**src/rtl/sram_pkg.sv**
```systemverilog
// sram_pkg: shared widths and state encoding for the SRAM controller
package sram_pkg;
    localparam int ADDR_W = 20;
    localparam int DATA_W = 16;
    typedef enum logic [2:0] {IDLE, RD, WR_SETUP, WR_PULSE, WR_HOLD} state_t;
endpackage

```
**src/rtl/sram_ctrl.sv**
```systemverilog
// sram_ctrl: single-port async SRAM controller with registered pin timing
module sram_ctrl
    import sram_pkg::*;
#(
    parameter int WAIT_CYCLES = 1
) (
    input  logic              Clk,
    input  logic              Reset_n,
    input  logic              req_valid,
    output logic              req_ready,
    input  logic              req_we,
    input  logic [ADDR_W-1:0] req_addr,
    input  logic [DATA_W-1:0] req_wdata,
    input  logic [1:0]        req_be,
    output logic [DATA_W-1:0] rdata,
    output logic              rdata_valid,
    output logic [ADDR_W-1:0] SRAM_ADDR,
    output logic              SRAM_CE_N,
    output logic              SRAM_OE_N,
    output logic              SRAM_WE_N,
    output logic              SRAM_UB_N,
    output logic              SRAM_LB_N,
    output logic [DATA_W-1:0] Data_to_SRAM,
    output logic              Data_to_SRAM_oe,
    input  logic [DATA_W-1:0] Data_from_SRAM
);
    localparam logic [2:0] WC = 3'(WAIT_CYCLES);

    state_t     state, nxt;
    logic [2:0] cnt, cnt_nxt;
    logic [1:0] be_q, be_nxt;
    logic       acc, wr_nxt;

    assign req_ready = state == IDLE;
    assign acc       = req_valid && req_ready;
    assign be_nxt    = acc ? req_be : be_q;
    assign wr_nxt    = nxt == WR_SETUP || nxt == WR_PULSE || nxt == WR_HOLD;

    // next-state and wait-counter logic; strobe states exit when the counter hits zero
    always_comb begin
        nxt     = state;
        cnt_nxt = cnt;
        case (state)
            IDLE: if (acc) begin
                nxt     = req_we ? WR_SETUP : RD;
                cnt_nxt = req_we ? 3'd0 : WC;
            end
            RD: if (cnt == 3'd0) nxt = IDLE; else cnt_nxt = cnt - 3'd1;
            WR_SETUP: begin
                nxt     = WR_PULSE;
                cnt_nxt = WC;
            end
            WR_PULSE: if (cnt == 3'd0) nxt = WR_HOLD; else cnt_nxt = cnt - 3'd1;
            WR_HOLD: nxt = IDLE;
            default: nxt = IDLE;
        endcase
    end

    // state, request capture, read capture and pins all registered from the next state
    always_ff @(posedge Clk or negedge Reset_n) begin
        if (!Reset_n) begin
            state           <= IDLE;
            cnt             <= 3'd0;
            be_q            <= 2'b00;
            SRAM_ADDR       <= '0;
            Data_to_SRAM    <= '0;
            rdata           <= '0;
            rdata_valid     <= 1'b0;
            SRAM_CE_N       <= 1'b1;
            SRAM_OE_N       <= 1'b1;
            SRAM_WE_N       <= 1'b1;
            SRAM_UB_N       <= 1'b1;
            SRAM_LB_N       <= 1'b1;
            Data_to_SRAM_oe <= 1'b0;
        end else begin
            state           <= nxt;
            cnt             <= cnt_nxt;
            be_q            <= be_nxt;
            if (acc) begin
                SRAM_ADDR    <= req_addr;
                Data_to_SRAM <= req_wdata;
            end
            rdata_valid     <= state == RD && cnt == 3'd0;
            if (state == RD && cnt == 3'd0) rdata <= Data_from_SRAM;
            SRAM_CE_N       <= nxt == IDLE;
            SRAM_OE_N       <= nxt != RD;
            SRAM_WE_N       <= !(nxt == WR_PULSE && |be_nxt);
            SRAM_UB_N       <= !(nxt == RD || (wr_nxt && be_nxt[1]));
            SRAM_LB_N       <= !(nxt == RD || (wr_nxt && be_nxt[0]));
            Data_to_SRAM_oe <= wr_nxt;
        end
    end
endmodule

```
**config.mk**
```make
export PLATFORM = sky130hd
export DESIGN_NAME = sram_ctrl
export DESIGN_NICKNAME = d
export VERILOG_FILES = /design/src/rtl/sram_pkg.sv /design/src/rtl/sram_ctrl.sv
export SDC_FILE = /design/constraint.sdc
export NUM_CORES = 1
export LEC_CHECK = 0
export CELL_PAD_IN_SITES_DETAIL_PLACEMENT = 1
export CELL_PAD_IN_SITES_GLOBAL_PLACEMENT = 2
export CORE_MARGIN = 2
export CORE_UTILIZATION = 25
export CTS_CLUSTER_DIAMETER = 200
export CTS_CLUSTER_SIZE = 14
export DETAILED_ROUTE_END_ITERATION = 10
export GPL_TIMING_DRIVEN = 1
export HOLD_SLACK_MARGIN = 0.02
export PLACE_DENSITY = 0.72
export SETUP_SLACK_MARGIN = 0.4
export SLEW_MARGIN = 40
export SYNTH_ARGS = -nofsm -noshare
export SYNTH_HDL_FRONTEND = slang
export SYNTH_SLANG_ARGS = --single-unit
```
**constraint.sdc**
```tcl
create_clock -name Clk -period 1.85 [get_ports Clk]
set_clock_uncertainty 0.1 [all_clocks]
set_input_delay 0.2775 -clock Clk [delete_from_list [all_inputs] [get_ports Clk]]
set_output_delay 0.2775 -clock Clk [all_outputs]
set_load 0.02 [all_outputs]
```
After elaboration in Yosys (flattened, before gate mapping)
Cells that the tools add are included.
{ "totals": {"register_bits": 67, "elab_cells": 53} }
{ "op_classes": {"n_addsub": 1, "muxes": 10, "n_reduce_logical": 19, "n_eq_ne": 10} }
{ "op_table": {"columns": ["cell", "count"], "rows": [
  ["2-to-1 mux 3 bit", 5],
  ["equality test 3 x 2 -> 1 bit, second input constant", 4],
  ["one-hot mux 3 bit (4 select lines)", 1],
  ["zero test 3 bit", 3],
  ["one-hot mux 3 bit (3 select lines)", 1],
  ["equality test 3 x 1 -> 1 bit, second input constant", 2],
  ["logical AND 1 bit", 5],
  ["logical OR 1 bit", 4],
  ["2-to-1 mux 2 bit", 2],
  ["OR reduction 2 bit", 2],
  ["equality test 3 bit, second input constant", 1],
  ["zero test 1 bit", 3],
  ["inequality test 3 x 1 -> 1 bit, second input constant", 1],
  ["AND reduction 3 bit", 1],
  ["nonzero test 3 bit", 1],
  ["subtractor 3 x 1 -> 3 bit, second input constant", 1],
  ["inequality test 2 x 1 -> 1 bit, second input constant", 1],
  ["inequality test 2 bit, second input constant", 1],
  ["2-to-1 mux 1 bit", 1]
]} }

Depth between registers and ports, before layout
{ "depth": {"ltp_word": 10, "ltp_mapped": 7} }

Worst setup path after synthesis
No wires, ideal clock.
{ "synth_timing": {"kind": "register -> register", "startpoint": "register cnt[0]", "endpoint": "register rdata[10]", "t_arrival_ps": 1645, "path_stages_with_launch": 8, "period_less_slack_ps": 1870, "setup_ps": 125, "slack_ps": -20, "path_cell_list": "dfrtp_1 inv_1 ha_1 ha_1 nand2_2 nor3_4 buf_6 mux2_2"} }
{ "synth_between": {"elab_chain_len": 2} }
{ "synth_lines": {"columns": ["element", "line", "rtl"], "rows": [
  ["from (decl)", "sram_ctrl.sv:30", "logic [2:0] cnt, cnt_nxt;"],
  ["from (signal assigned)", "sram_ctrl.sv:77", "cnt <= cnt_nxt;"],
  ["zero test 3 bit", "sram_ctrl.sv:84", "if (state == RD && cnt == 3'd0) rdata <= Data_from_SRAM;"],
  ["logical AND 1 bit", "sram_ctrl.sv:84", null],
  ["to (signal assigned)", "sram_ctrl.sv:84", null],
  ["to (decl)", "sram_ctrl.sv:15", "output logic [DATA_W-1:0] rdata,"]
]} }
Every way passes these cells.
A chain may end at the register's enable or synchronous reset.

Worst setup path after layout
{ "layout_timing": {"startpoint": "register state[2]", "endpoint": "register rdata[10]"} }
{ "layout_between": {"elab_chain_len": 2} }
{ "layout_lines": {"columns": ["element", "line", "rtl"], "rows": [
  ["from (decl)", "sram_ctrl.sv:29", "state_t state, nxt;"],
  ["from (signal assigned)", "sram_ctrl.sv:76", "state <= nxt;"],
  ["equality test 3 x 1 -> 1 bit", "sram_ctrl.sv:84", null],
  ["logical AND 1 bit", "sram_ctrl.sv:84", null]
]} }
Every way passes these cells.

==> metrics.log <==
INFO  metric final_power = 8.207 mW
INFO  metric grt_antenna_before_repair = 0
INFO  metric ys_top_cells_by_area = sky130_fd_sc_hd__dfrtp_1 (56%), sky130_fd_sc_hd__mux2_4 (16%), sky130_fd_sc_hd__mux2_2 (9.8%), sky130_fd_sc_hd__dfstp_2 (4.8%), sky130_fd_sc_hd__buf_12 (2.9%)
INFO  metric syn-cell-area = 2759 sq um
INFO  metric drt_drc_violations_left = 0
INFO  metric worst_path_max_delay_cell = sky130_fd_sc_hd__dfrtp_1
INFO  metric place_congestion = 0.7060
INFO  metric tritoncts = built
INFO  metric postSynthRegisterBits = 67
INFO  metric rsz0062_at_grt = true
INFO  metric yosys.cell_count.top_type = sky130_fd_sc_hd__dfrtp_1
INFO  metric fill_cells = 1145
INFO  metric drc_marker_count_from_the_first_detailed_route_iteration = 39
INFO  metric ant_nets = 0
INFO  metric cp_startpoint_kind = flop
INFO  metric worst_pin_slew = 0.4393 ns
INFO  metric layout-area-overhead-vs-synth = 67.26%
INFO  metric initial_utilization = 0.2556
INFO  metric cts_buffers = 9
INFO  metric setup_cp_type = reg2reg
INFO  metric core_region_area = 10790 sq um
INFO  metric grt_overflow_total = 0
INFO  metric path_cells = buf_4 -> buf_4 -> buf_4 -> nor3_4 -> buf_12 -> mux2_2
INFO  metric antenna_cells = 0
INFO  metric clkTransAtPathRegs = 0.07 ns
INFO  metric achievable-frequency = 0.5785 GHz
INFO  metric finalHoldViolCount = 0
INFO  metric slew_headroom = 0.7065
INFO  metric vias_per_cell = 4.122
INFO  metric first_global_vias = 2143
INFO  metric placement.io_buffers = 117
INFO  metric p_per_area = 1779 nW/um^2
INFO  metric floorplan.die.height = 109.1 um
INFO  metric pin_count_of_the_biggest_net_entering_global_routing = 68
INFO  metric drv.max_cap_violation_count = 0
INFO  metric cts_sink_count = 67
INFO  metric synthArstFlopShare = 1.000
INFO  metric synth_top_area_share = 0.5624
INFO  metric ir_drop = 0.0007233 V
INFO  metric setup_viol = 0
INFO  metric synthesis.nets = 225
INFO  metric max-clock-path-buffers = 2
INFO  metric clock_insertion_delay_worst_skew = 0.33 ns
INFO  metric finalSetupTns = 0 ns
INFO  metric cp_slowest_stage_delay = 0.40 ns
INFO  metric final_hpwl_dp = 4.832 mm
INFO  metric cts-root-buf = sky130_fd_sc_hd__clkbuf_8
INFO  metric die_width = 109.1 um
INFO  metric element_type_at_the_critical_path_end = flop
INFO  metric htree_levels = 3
INFO  metric critical-path-top-cell-by-count = sky130_fd_sc_hd__buf_4
INFO  metric final_max_slew_viol_count = 0
INFO  metric final_stage_net_count = 382
INFO  metric drive_gt1_frac = 0.5015
INFO  metric worstPathRequired = 1.97 ns
INFO  metric routedWlPerCell = 15.13 um
INFO  metric hold_path_class = in2async
INFO  metric number_of_standard_cell_rows_in_the_floorplan = 38
INFO  metric synthesis.instances = 165
INFO  metric groute.usage.overall = 0.1230
INFO  metric ys_seq_area_frac = 0.6100
INFO  metric floorplan.io_pins = 118
INFO  metric wire_length_of_the_first_global_routing_pass = 10.86 mm
INFO  metric critical_path.max_fanout = 17
INFO  metric post_synth_top_flop = sky130_fd_sc_hd__dfrtp_1
INFO  metric yosys.area.top_type = sky130_fd_sc_hd__dfrtp_1
INFO  metric yosys_warnings = 0
INFO  metric detailedRoute.firstPassIterationCount = 4
INFO  metric post-route-period-util = 0.9344
INFO  metric arrival = 1.85 ns
INFO  metric dieArea = 11890 sq um
INFO  metric netlist_top_cells_count = sky130_fd_sc_hd__dfrtp_1 (62), sky130_fd_sc_hd__mux2_4 (30), sky130_fd_sc_hd__mux2_2 (24)
INFO  metric finalWirelength = 7.064 mm
INFO  metric outcome = complete, no violations
INFO  metric yosys.cell_types.count = 31
INFO  metric final_period_minus_worst_setup_slack = 1.729 ns
INFO  metric routed_vias = 1925
INFO  metric leakage_power = 2.087 nW
INFO  metric postSynthAreaPerCell = 16.72 sq um
INFO  metric synth_enable_flop_cells = 0
[registers in the layout (all words and copies together), names as in the netlist, 2 cells and up]
name / flops
rdata: 16
Data_to_SRAM: 16
be_q: 2
state: 3
cnt: 3
SRAM_ADDR: 20
[cell usage in the layout (no fill, tap or decap), types with 3 or more instances in the layout]
| cell | n |
|---|---|
| sky130_fd_sc_hd__dfrtp_1 | 61 |
| sky130_fd_sc_hd__buf_12 | 7 |
| sky130_fd_sc_hd__mux2_2 | 16 |
| sky130_fd_sc_hd__buf_4 | 12 |
| sky130_fd_sc_hd__clkinv_2 | 3 |
| sky130_fd_sc_hd__buf_2 | 7 |
| sky130_fd_sc_hd__clkbuf_8 | 9 |
| sky130_fd_sc_hd__clkdlybuf4s15_1 | 25 |
| sky130_fd_sc_hd__clkdlybuf4s50_1 | 56 |
| sky130_fd_sc_hd__dlygate4sd2_1 | 3 |
| sky130_fd_sc_hd__clkbuf_2 | 25 |
| sky130_fd_sc_hd__inv_1 | 5 |
| sky130_fd_sc_hd__dfstp_2 | 5 |
| sky130_fd_sc_hd__buf_6 | 13 |
| sky130_fd_sc_hd__mux2_4 | 38 |
[per-stage QoR]
step	utilization	hold WS, ns	cell area, sq um	instances	setup slack (ns)
finish	0.4275	0.3639	4614	467	0.1213
CTS	0.4257	0.3965	4594	464	0.09702
global route	0.4275	0.3986	4614	467	0.04796
floorplan	-	-0.1181	2786	165	0.03697
global placement	0.3855	0.2358	4160	427	-0.01421
detailed placement	0.3855	0.2392	4160	427	-0.05496
[critical path: cells and delay by family, from the launching register on]
family	cells	cell delay, ns
mux	1	0.33
buf+inv	4	0.58
flops	1	0.40
simple gates	1	0.21
[per-layer routing]
| metal | part of all wire | global-route usage | vias up |
|---|---|---|---|
| met2 | 0.47 | 0.1939 | 70 |
| li1 | - | - | 895 |
| met3 | 0.091 | 0.05619 | 11 |
| met1 | 0.43 | 0.1469 | 949 |
| met4 | 0.014 | 0.04579 | 0 |
| met5 | 0 | 0 | - |
[logic make-up (layout without fill, tap and decap cells)]
family                     Yosys count  count (layout)  share of synthesized area
adders and majority gates            2               2                   0.009069
DFF                                 67              67                     0.6100
muxes                               55              55                     0.2649
AOI/OAI and AO/OA                   12              12                    0.03175
and+or+nand+nor                     16              17                    0.03719
buffers and inverters               13             174                    0.04716
[where the power goes]
group,switching (mW),total [mW],internal (mW)
combinational,1.99,4.38,2.39
sequential,0.404,2.64,2.24
clock,0.570,1.19,0.617
[final cells by class]
cell class / count / area, sq um / area share
Multi-Input combinational cell: 86 / 1087 / 0.2356
Sequential cell: 67 / 1684 / 0.3650
Timing Repair Buffer: 152 / 1450 / 0.3143
Inverter: 6 / 25.02 / 0.005423
Clock inverter: 7 / 68.82 / 0.01491
Clock buffer: 9 / 123.9 / 0.02684
Tap cell: 140 / 175.2 / 0.03796
[path summary, 6_finish.rpt]
path / start / end / slack (ns) / cells past startpoint
max: state[2] / rdata[10] / 0.12 / 6
min: Reset_n / Data_to_SRAM[1] / 0.36 / 3
max reg2reg: state[2] / rdata[10] / 0.12 / 6
min reg2reg: cnt[1] / cnt[1] / 0.39 / 2
max in group asynchronous: Reset_n / SRAM_CE_N / 0.93 / 3
min in group Clk: cnt[1] / cnt[1] / 0.39 / 2
[timing repair]
| action | in CTS | in global routing |
|---|---|---|
| pin swaps | 4 | 5 |
| gates cloned | 3 | 0 |
| setup endpoints to repair | 119 | 112 |
| setup buffers | 17 | 3 |
| hold endpoints to repair | 62 | 0 |
| hold buffers | 1 | 0 |
| resized for setup | 116 | 83 |
Power figures use the tool's default switching activity.
